==> src/rtl/alu_cu.sv <==
// ALU control unit: maps ALUOp/Fun6 to a registered 4-bit ALU operation select.
// Build option ALU_CU_NOR_EN enables decoding of Fun6=000111 to NOR.
module alu_cu (
  input  logic       clk,
  input  logic       rst_n,
  input  logic       in_valid,
  input  logic [5:0] Fun6,
  input  logic [1:0] ALUOp,
  output logic [3:0] Operation,
  output logic       out_valid,
  output logic       illegal
);

  localparam logic [3:0] OP_AND = 4'b0000;
  localparam logic [3:0] OP_OR  = 4'b0001;
  localparam logic [3:0] OP_ADD = 4'b0010;
  localparam logic [3:0] OP_SUB = 4'b0110;
  localparam logic [3:0] OP_SLT = 4'b0111;
  localparam logic [3:0] OP_NOR = 4'b1100;

  localparam logic [1:0] ALUOP_MEM    = 2'b00;
  localparam logic [1:0] ALUOP_BRANCH = 2'b01;
  localparam logic [1:0] ALUOP_RTYPE  = 2'b10;

  // Returns {illegal, operation}; Fun6 is only examined for R-type so X on it
  // cannot leak into the fixed-class results.
  function automatic logic [4:0] decode(input logic [1:0] aluop, input logic [5:0] fun6);
    logic [4:0] res;
    res = {1'b0, OP_ADD};
    case (aluop)
      ALUOP_MEM:    res = {1'b0, OP_ADD};
      ALUOP_BRANCH: res = {1'b0, OP_SUB};
      ALUOP_RTYPE: begin
        case (fun6)
          6'b000000: res = {1'b0, OP_ADD};
          6'b000010: res = {1'b0, OP_SUB};
          6'b000100: res = {1'b0, OP_AND};
          6'b000101: res = {1'b0, OP_OR};
          6'b001010: res = {1'b0, OP_SLT};
`ifdef ALU_CU_NOR_EN
          6'b000111: res = {1'b0, OP_NOR};
`endif
          default:   res = {1'b1, OP_ADD};
        endcase
      end
      default:      res = {1'b1, OP_ADD};
    endcase
    return res;
  endfunction

  logic [3:0] dec_op_s;
  logic       dec_ill_s;
  logic [3:0] operation_r;
  logic       out_valid_r;
  logic       illegal_r;

  // Combinational decode of the current inputs.
  always_comb begin
    {dec_ill_s, dec_op_s} = decode(ALUOp, Fun6);
  end

  // Output registers; Operation holds across bubbles to avoid toggling.
  always_ff @(posedge clk or negedge rst_n) begin
    if (!rst_n) begin
      operation_r <= OP_ADD;
      out_valid_r <= 1'b0;
      illegal_r   <= 1'b0;
    end else if (in_valid) begin
      operation_r <= dec_op_s;
      out_valid_r <= 1'b1;
      illegal_r   <= dec_ill_s;
    end else begin
      operation_r <= operation_r;
      out_valid_r <= 1'b0;
      illegal_r   <= 1'b0;
    end
  end

  assign Operation = operation_r;
  assign out_valid = out_valid_r;
  assign illegal   = illegal_r;

endmodule

==> config.mk <==
export PLATFORM = sky130hd
export DESIGN_NAME = alu_cu
export DESIGN_NICKNAME = d
export VERILOG_FILES = /design/src/rtl/alu_cu.sv
export SDC_FILE = /design/constraint.sdc
export NUM_CORES = 1
export LEC_CHECK = 0
export BUFFER_PORTS_ARGS = -buffer_cell sky130_fd_sc_hd__buf_2
export CORE_AREA = 5 5 42 44
export CTS_CLUSTER_DIAMETER = 30
export DETAILED_ROUTE_END_ITERATION = 12
export DIE_AREA = 0 0 47 49
export SLEW_MARGIN = 30
export SYNTH_ARGS = -nofsm -noshare
export SYNTH_HDL_FRONTEND = slang
export SYNTH_SLANG_ARGS = --single-unit
==> constraint.sdc <==
create_clock -name clk -period 1.05 [get_ports clk]
set_clock_uncertainty 0.05 [all_clocks]
set_input_delay 0.105 -clock clk [delete_from_list [all_inputs] [get_ports clk]]
set_output_delay 0.105 -clock clk [all_outputs]
set_load 0.005 [all_outputs]
Word level (Yosys, flattened, before mapping)
Cells that the tools add are included.
{"block": "totals", "reg_bits": 6, "latch_bits": 0, "ram_bits": 0, "rom_bits": 0, "input_bits": 11, "out_inout_bits": 6, "wordCells": 15, "n_memories": 0}
{"block": "op_classes", "addsub": 0, "n_mul": 0, "div_mod_pow": 0, "n_lt_le_gt_ge": 0, "n_eq_ne": 6, "n_shift": 0, "n_mux": 4, "n_bitwise": 0, "reduce_logical": 2}
{"op": "5-bit case mux with 5 select lines", "n": 1}
{"op": "5-bit case mux with 3 select lines", "n": 1}
{"op": "6-bit by 3-bit == test with 1-bit output, second input constant", "n": 2}
{"op": "6-bit by 2-bit == test with 1-bit output, second input constant", "n": 1}
{"op": "6-bit by 4-bit == test with 1-bit output, second input constant", "n": 1}
{"op": "6-bit logical NOT", "n": 1}
{"op": "2-bit by 1-bit == test with 1-bit output, second input constant", "n": 1}
{"op": "2-bit == test, second input constant", "n": 1}
{"op": "2-bit logical NOT", "n": 1}
{"op": "1-bit 2-to-1 mux", "n": 2}

Longest topological paths before layout
Gate-level depths: netlist of run 1.
{"block": "depth", "ltp_word": 4, "depth_mapped": 3, "depth_no_buf": 3}

Worst setup path before layout of run 1
No wires, ideal clock.
{"block": "synth_timing", "path_kind": "flip-flop to flip-flop", "start": "reg Operation[1] (netlist name)", "end": "reg operation_r[1] (netlist: Operation[1])", "setup_ns": 0.083, "arrival_time_ns": 0.699, "t_required_ns": 0.917, "slack_ns": 0.217, "path_stages_with_launch": 3, "n_path_buf": 0, "synth_period_minus_slack_ns": 0.833, "cell_sequence": "dfstp_2 > nor2_1 > a41oi_1"}
{"element": "end signal: assignment", "line": "69", "source": "operation_r <= dec_op_s;"}
{"element": "end signal: assignment", "line": "73", "source": "operation_r <= operation_r;"}
{"element": "end: declaration", "line": "53", "source": "logic [3:0] operation_r;"}

Final worst setup path of run 1
{"block": "layout_timing", "start": "reg operation_r[1] (netlist: Operation[1])", "end": "out Operation[1]"}
{"element": "end: declaration", "line": "9", "source": "output logic [3:0] Operation,"}
No word-level cell between the ends.

==> results of run 1 <==
==> Yosys cell counts <==
| library cell | instances |
|---|---|
| a21oi_1 | 2 |
| a31oi_1 | 1 |
| a41oi_1 | 1 |
| and3_1 | 1 |
| buf_4 | 1 |
| clkbuf_1 | 1 |
| conb_1 | 1 |
| dfrtp_1 | 4 |
| dfstp_2 | 1 |
| inv_1 | 1 |
| mux2i_1 | 1 |
| nand2_1 | 1 |
| nand3_1 | 1 |
| nor2_1 | 3 |
| nor2b_1 | 2 |
| nor3_1 | 1 |
| nor3b_1 | 1 |
| nor4b_4 | 1 |
| o221ai_1 | 1 |
==> cell type report <==
type                    instances  area share, %
well taps                      16          5.212
flip-flops and latches          5          32.90
multi-input cells              18          31.92
repair buffers                 16          22.15
inverters                       1         0.9772
clock buffers                   4          6.840
==> kinds of logic (layout without fill, tap and decap cells) <==
family,after synthesis,in the layout
buffers and inverters,3,21
multiplexers,1,1
other,1,1
flip-flops,5,5
AO/OA/AOI/OAI,5,5
AND/OR/NAND/NOR,11,11
==> per-stage QoR <==
stage                     cells  total power (uW)  util [%]
final                        60             492.6     27.41
after global routing         60             531.0     27.41
after CTS                    60             503.4     27.41
after detailed placement     55             275.7     24.82
after global placement       55             275.0     24.82
after floorplan              26             236.5         -
==> metal layers <==
metal  track usage (%)  wire, microns  vias up
met2             6.335            234       15
met3             1.845             98        0
met4             6.912              0        0
met1             8.241            238      109
met5                 0              0        -
li1                  -              -      127
==> how the worst max path moves through the flow <==
stage / start / end / slack (ns) / cells past startpoint
2_1_floorplan: Operation[1] / Operation[1] / 0.22 / 2
3_3_place_gp: ALUOp[0] / illegal / 0.11 / 4
3_5_place_dp: ALUOp[0] / Operation[0] / 0.1 / 4
4_1_cts: Operation[1] / Operation[1] / 0.02 / 1
5_1_grt: Operation[1] / Operation[1] / 0.0008 / 1
6_report: Operation[1] / Operation[1] / 0.03 / 1
==> layout by cell type (no fill, tap or decap), types with 2 or more instances in the layout <==
| cell | Yosys | layout |
|---|---|---|
| buf_2 | 0 | 15 |
| dfrtp_1 | 4 | 4 |
| nor2_1 | 3 | 3 |
| clkbuf_4 | 0 | 3 |
| nor2b_1 | 2 | 2 |
| a21oi_1 | 2 | 2 |
==> registers in the layout, summed over array words and instances, names as in the netlist <==
name,count
illegal,1
out_valid,1
Operation,3
==> repair_timing <==
item | CTS | global route
setup buffers | 0 | 0
hold buffers | 1 | 0
endpoints found under the hold margin | 5 | 0
==> power by group through the flow <==
stage | Sequential, uW | Combinational (uW) | Clock [uW]
2_1_floorplan | 209 | 27.1 | 0
3_3_place_gp | 208 | 67.0 | 0
3_5_place_dp | 208 | 67.4 | 0
4_1_cts | 206 | 70.5 | 227
5_1_grt | 206 | 78.3 | 246
6_report | 206 | 68.9 | 218
==> run summary, run 1 <==
Global Route Usage Sum: 6.011%
CTS buffer count: 3
Fin. Hold Viols: 0
Layout cells sized above 1: 45.45%
Syn Area/Cell: 10.15 sq um
Worst reg2reg startpoint: Operation[1]
Hold_ws: 0.01767 ns
TritonCTS clock tree: done
Delay-heaviest family, CP: flip-flops
Initial Util: 18.84%
Status: completed
Sw Ratio: 22.79%
DR pass1 iterations: 2
Reg2Reg Setup Slack: 0.19 ns
Crit path kind: flip-flop to output pin
Clock latency on the worst-skew pair: 0.24 ns
FF-to-FF path depth: 2
Root Buffer: clkbuf_4
Synth Area in Compound Gates: 12.80%
Final estimated routing congestion in global placement: 0.7688
Crit path time final: 1.017 ns
Hold wc startpoint: in_valid
H-tree depth: 1
CTS resizes: 0
DP Worst Slack: 0.09940 ns
Cell Rows: 14
Residual DRC count: 0
Seq. cell area: 126.4 sq um
Crit Reg-Reg Endpoint: Operation[1]
Total congestion overflow: 0
Hold path cells: 1
Worst path cell trace: buf_2
CP max FO: 2
Final-stage net count: 56
Sequential power share: 41.7%
Leak Pwr: 0.0001851 uW
Antenna violations before repair: 0
Critical path buffer and inverter count: 1
CTS sink cnt: 5
Slowest stage cell on the critical path: dfstp_2
PortBufs: 15
First-pass GRT wire length: 966 microns
N_diodes: 0
Comb power frac: 14.0%
RSZ-0062 raised after global routing: false
Vias/cell: 4.183
Core Footprint: 1401 sq um
Xor and xnor area share after synthesis: 0%
Post-DP Area: 347.8 sq um
Psw: 112.3 uW
Pin count of the biggest net entering global routing: 9
Number of cells produced by synthesis: 26
Hold Crit Class: input pin to flip-flop
Achievable Freq: 983.5 MHz
Adder-Cell Fraction of Synth Area: 0%
Synth Area in Simple Gates: 28.44%
Netlist Area Pre-Place: 264.0 sq um
Synth cell types: 19
Ports: 17
Combinational family with the most area after synthesis: simple AND/OR/NAND/NOR gates
Crit share post-route: 96.84%
Syn. warnings: 0
Area Growth Syn to Fin: 45.50%
DRT iter0 DRCs: 4
Die X: 47 microns
Area share of the largest cell type after synthesis: 37.91%
Vias in the first global route: 237
Total wire length: 571 microns
Post-Syn Nets: 37
P_int: 380.3 uW
Worst setup EP type: output pin
Maximum vdd drop: 254.8 uV
Worst setup margin: 0.03323 ns
Final setup viols: 0
Setup_tns: 0 ns
Clock transition at path regs: 0.04 ns
Most area-consuming cells after synthesis: dfrtp_1 38%, dfstp_2 10%, nor4b_4 9.0%
Antenna viol nets, final: 0
Pwr Density: 1282 nW/um^2
CTS Buffer Depth: 2
Flops & latches, synth: 5
Arrival time worst endpoint: 0.86 ns
Highest cell delay on the worst timing path: 0.52 ns
Detailed-route via count: 251
Die Ht: 49 microns
Filler Cell Count: 162
Clock group share of total power: 44.3%
Largest area contributor in the netlist: dfrtp_1
CP required: 0.89 ns
Startpoint types: flip-flop
Multi-input logic area: 122.6 sq um
Worst hold endpoint: out_valid
Mux contribution to synthesized area: 3.791%
Full die area: 2303 sq um
Register area share after synthesis: 47.87%
Max-cap violations: 0
Max-slew violations: 0
Design Area, Final: 384.1 sq um
WL/cell: 9.517 microns
Note: power is estimated with default switching activity, not from simulation.
==> inputs of run 2 (changes only) <==
--- a/config.mk
+++ b/config.mk
@@ -10,6 +10,7 @@
 export CTS_CLUSTER_DIAMETER = 30
 export DETAILED_ROUTE_END_ITERATION = 12
 export DIE_AREA = 0 0 47 49
+export REMOVE_ABC_BUFFERS = 1
 export SLEW_MARGIN = 30
 export SYNTH_ARGS = -nofsm -noshare
 export SYNTH_HDL_FRONTEND = slang
==> constraint.sdc (replaced) <==
create_clock -name clk -period 1.03 [get_ports clk]
set_clock_uncertainty 0.05 [all_clocks]
set_input_delay 0.103 -clock clk [delete_from_list [all_inputs] [get_ports clk]]
set_output_delay 0.103 -clock clk [all_outputs]
set_load 0.005 [all_outputs]
==> run 2 against run 1 <==
Global-route usage is 0.075 points lower; design area is the same; cell count stayed put; worst hold slack improved by 0.0081 ns; register-to-register slack got worse by 0.03 ns; clock power is essentially flat; sequential cell count unchanged; critical path depth unchanged; highest routed layer unchanged; setup slack got worse by 0.015 ns; via count is 3.2% lower; non-clock buffer count unchanged.
==> run summary, run 2 (synthesis results as in run 1) <==
Most frequent cells in the layout: 15 x buf_2, 4 x dfrtp_1, 3 x nor2_1, 3 x clkbuf_4 (unchanged)
Clock transition at path regs: 0.04 ns (about the same)
Pwr Total: 501.5 uW (was 492.6 uW)
Pin count of the biggest net entering global routing: 9 (unchanged)
Total congestion overflow: 0 (unchanged)
Maximum vdd drop: 219.1 uV (was 254.8 uV)
Initial Util: 18.84% (unchanged)
CP required: 0.88 ns (was 0.89 ns)
CTS buffer count: 3 (unchanged)
Most common cell after layout, fill and taps aside: buf_2 (unchanged)
Clock latency on the worst-skew pair: 0.24 ns (about the same)
First-pass GRT wire length: 952 microns (was 966 microns)
Total wire length: 662 microns (was 571 microns)
Pwr Density: 1306 nW/um^2 (was 1282 nW/um^2)
Final-stage net count: 56 (unchanged)
Cell Rows: 14 (unchanged)
Worst setup margin: 0.01840 ns (was 0.03323 ns)
Achievable Freq: 988.5 MHz
N_diodes: 0 (unchanged)
Antenna violations before repair: 0 (unchanged)
CP Depth: 1 (unchanged)
Residual DRC count: 0 (unchanged)
Worst setup EP type: output pin (unchanged)
Final core occ: 27.41% (unchanged)
Worst hold endpoint: out_valid (unchanged)
Critical path buffer and inverter count: 1 (unchanged)
Final estimated routing congestion in global placement: 0.6827 (was 0.7688)
TritonCTS clock tree: done (unchanged)
Highest cell delay on the worst timing path: 0.52 ns (about the same)
CP max FO: 2 (unchanged)
Crit Reg-Reg Endpoint: Operation[1] (unchanged)
Hold wc startpoint: in_valid (unchanged)
Global Route Usage Sum: 5.936% (was 6.011%)
Area Growth Syn to Fin: 45.50% (unchanged)
M3 GR Usage: 2.583% (was 1.845%)
Max reg flops: 3 (unchanged)
CTS Buffer Depth: 2 (unchanged)
RSZ-0062 raised after global routing: true (was false)
Slowest stage cell on the critical path: dfstp_2 (unchanged)
Worst path cell trace: buf_2 (unchanged)
Worst reg2reg startpoint: Operation[1] (unchanged)
Max-slew violations: 0 (unchanged)
WL/cell: 11.03 microns (was 9.517 microns)
DP Worst Slack: 0.06717 ns (was 0.09940 ns)
FF-to-FF path depth: 2 (unchanged)
Filler Cell Count: 160 (was 162)
Post-DP HPWL: 545.2 microns
DRT iter0 DRCs: 6 (was 4)
Core Footprint: 1401 sq um (unchanged)
GR Util met2: 6.787% (was 6.335%)
Crit path kind: flip-flop to output pin (unchanged)
Layout cells sized above 1: 45.45% (unchanged)
Die Ht: 49 microns (unchanged)
Hold path cells: 1 (unchanged)
Die X: 47 microns (unchanged)
Crit share post-route: 98.21%
Fin. Hold Viols: 0 (unchanged)
GRT busiest layer: met1 (unchanged)
Setup_tns: 0 ns (unchanged)
Vias/cell: 4.050 (was 4.183)
Seq. cell area: 126.4 sq um (unchanged)
Vias in the first global route: 231 (was 237)
Final setup viols: 0 (unchanged)
Detailed-route via count: 243 (was 251)
Full die area: 2303 sq um (unchanged)
Arrival time worst endpoint: 0.86 ns (about the same)
Leak Pwr: 0.0001851 uW (unchanged)
PortBufs: 15 (unchanged)
H-tree depth: 1 (unchanged)
Startpoint types: flip-flop (unchanged)
Ports: 17 (unchanged)
CTS sink cnt: 5 (unchanged)
Grt met1 use: 7.778% (was 8.241%)
Antenna viol nets, final: 0 (unchanged)
Root Buffer: clkbuf_4 (unchanged)
Hold Crit Class: input pin to flip-flop (unchanged)
Multi-input logic area: 122.6 sq um (unchanged)
DR pass1 iterations: 3 (was 2)
Delay-heaviest family, CP: flip-flops (unchanged)
Reg2Reg Setup Slack: 0.16 ns (was 0.19 ns)
Status: completed (unchanged)
Max-cap violations: 0 (unchanged)
Crit path time final: 1.012 ns
[run 2: worst max-delay path by stage]
stage	endpoint	start	slack (ns)
2_1_floorplan	Operation[1]	Operation[1]	0.21
3_3_place_gp	illegal	ALUOp[0]	0.09
5_1_grt	Operation[1]	Operation[1]	-0.007
4_1_cts	Operation[1]	Operation[1]	0.007
6_report	Operation[1]	Operation[1]	0.02
3_5_place_dp	illegal	ALUOp[0]	0.07
[run 2: metrics by stage]
stage | hold slack, ns | cells | area [sq um]
after detailed placement | -0.1271 | 55 | 347.8
after CTS | 0.01164 | 60 | 384.1
after global placement | -0.1320 | 55 | 347.8
after global routing | 0.02549 | 60 | 384.1
after floorplan | -0.2426 | 24 | 252.7
final | 0.02582 | 60 | 384.1
[run 2: final cells by class]
type | count | area share, %
flip-flops and latches | 5 | 32.90
multi-input cells | 18 | 31.92
repair buffers | 16 | 22.15
clock buffers | 4 | 6.840
well taps | 16 | 5.212
inverters | 1 | 0.9772
[run 2: power breakdown]
| group | internal [uW] | switching, uW | leakage (uW) |
|---|---|---|---|
| clock network | 146 | 73.5 | 0.0000150 |
| registers | 206 | 3.19 | 0.0000609 |
| logic | 35.3 | 37.2 | 0.000109 |
| total | 388 | 114 | 0.000185 |
[run 2: repair_timing]
| item | 4_1_cts | 5_1_grt |
|---|---|---|
| endpoints found under the hold margin | 5 | 0 |
| setup endpoints to repair | 0 | 1 |
| setup buffers | 0 | 0 |
| gates resized for setup | 0 | 0 |
| hold buffers | 1 | 0 |
[run 2: per-layer routing]
metal / wire [microns] / share of wire, %
met2: 266 / 40
met3: 100 / 15
met4: 0 / 0
met1: 295 / 45
met5: 0 / 0
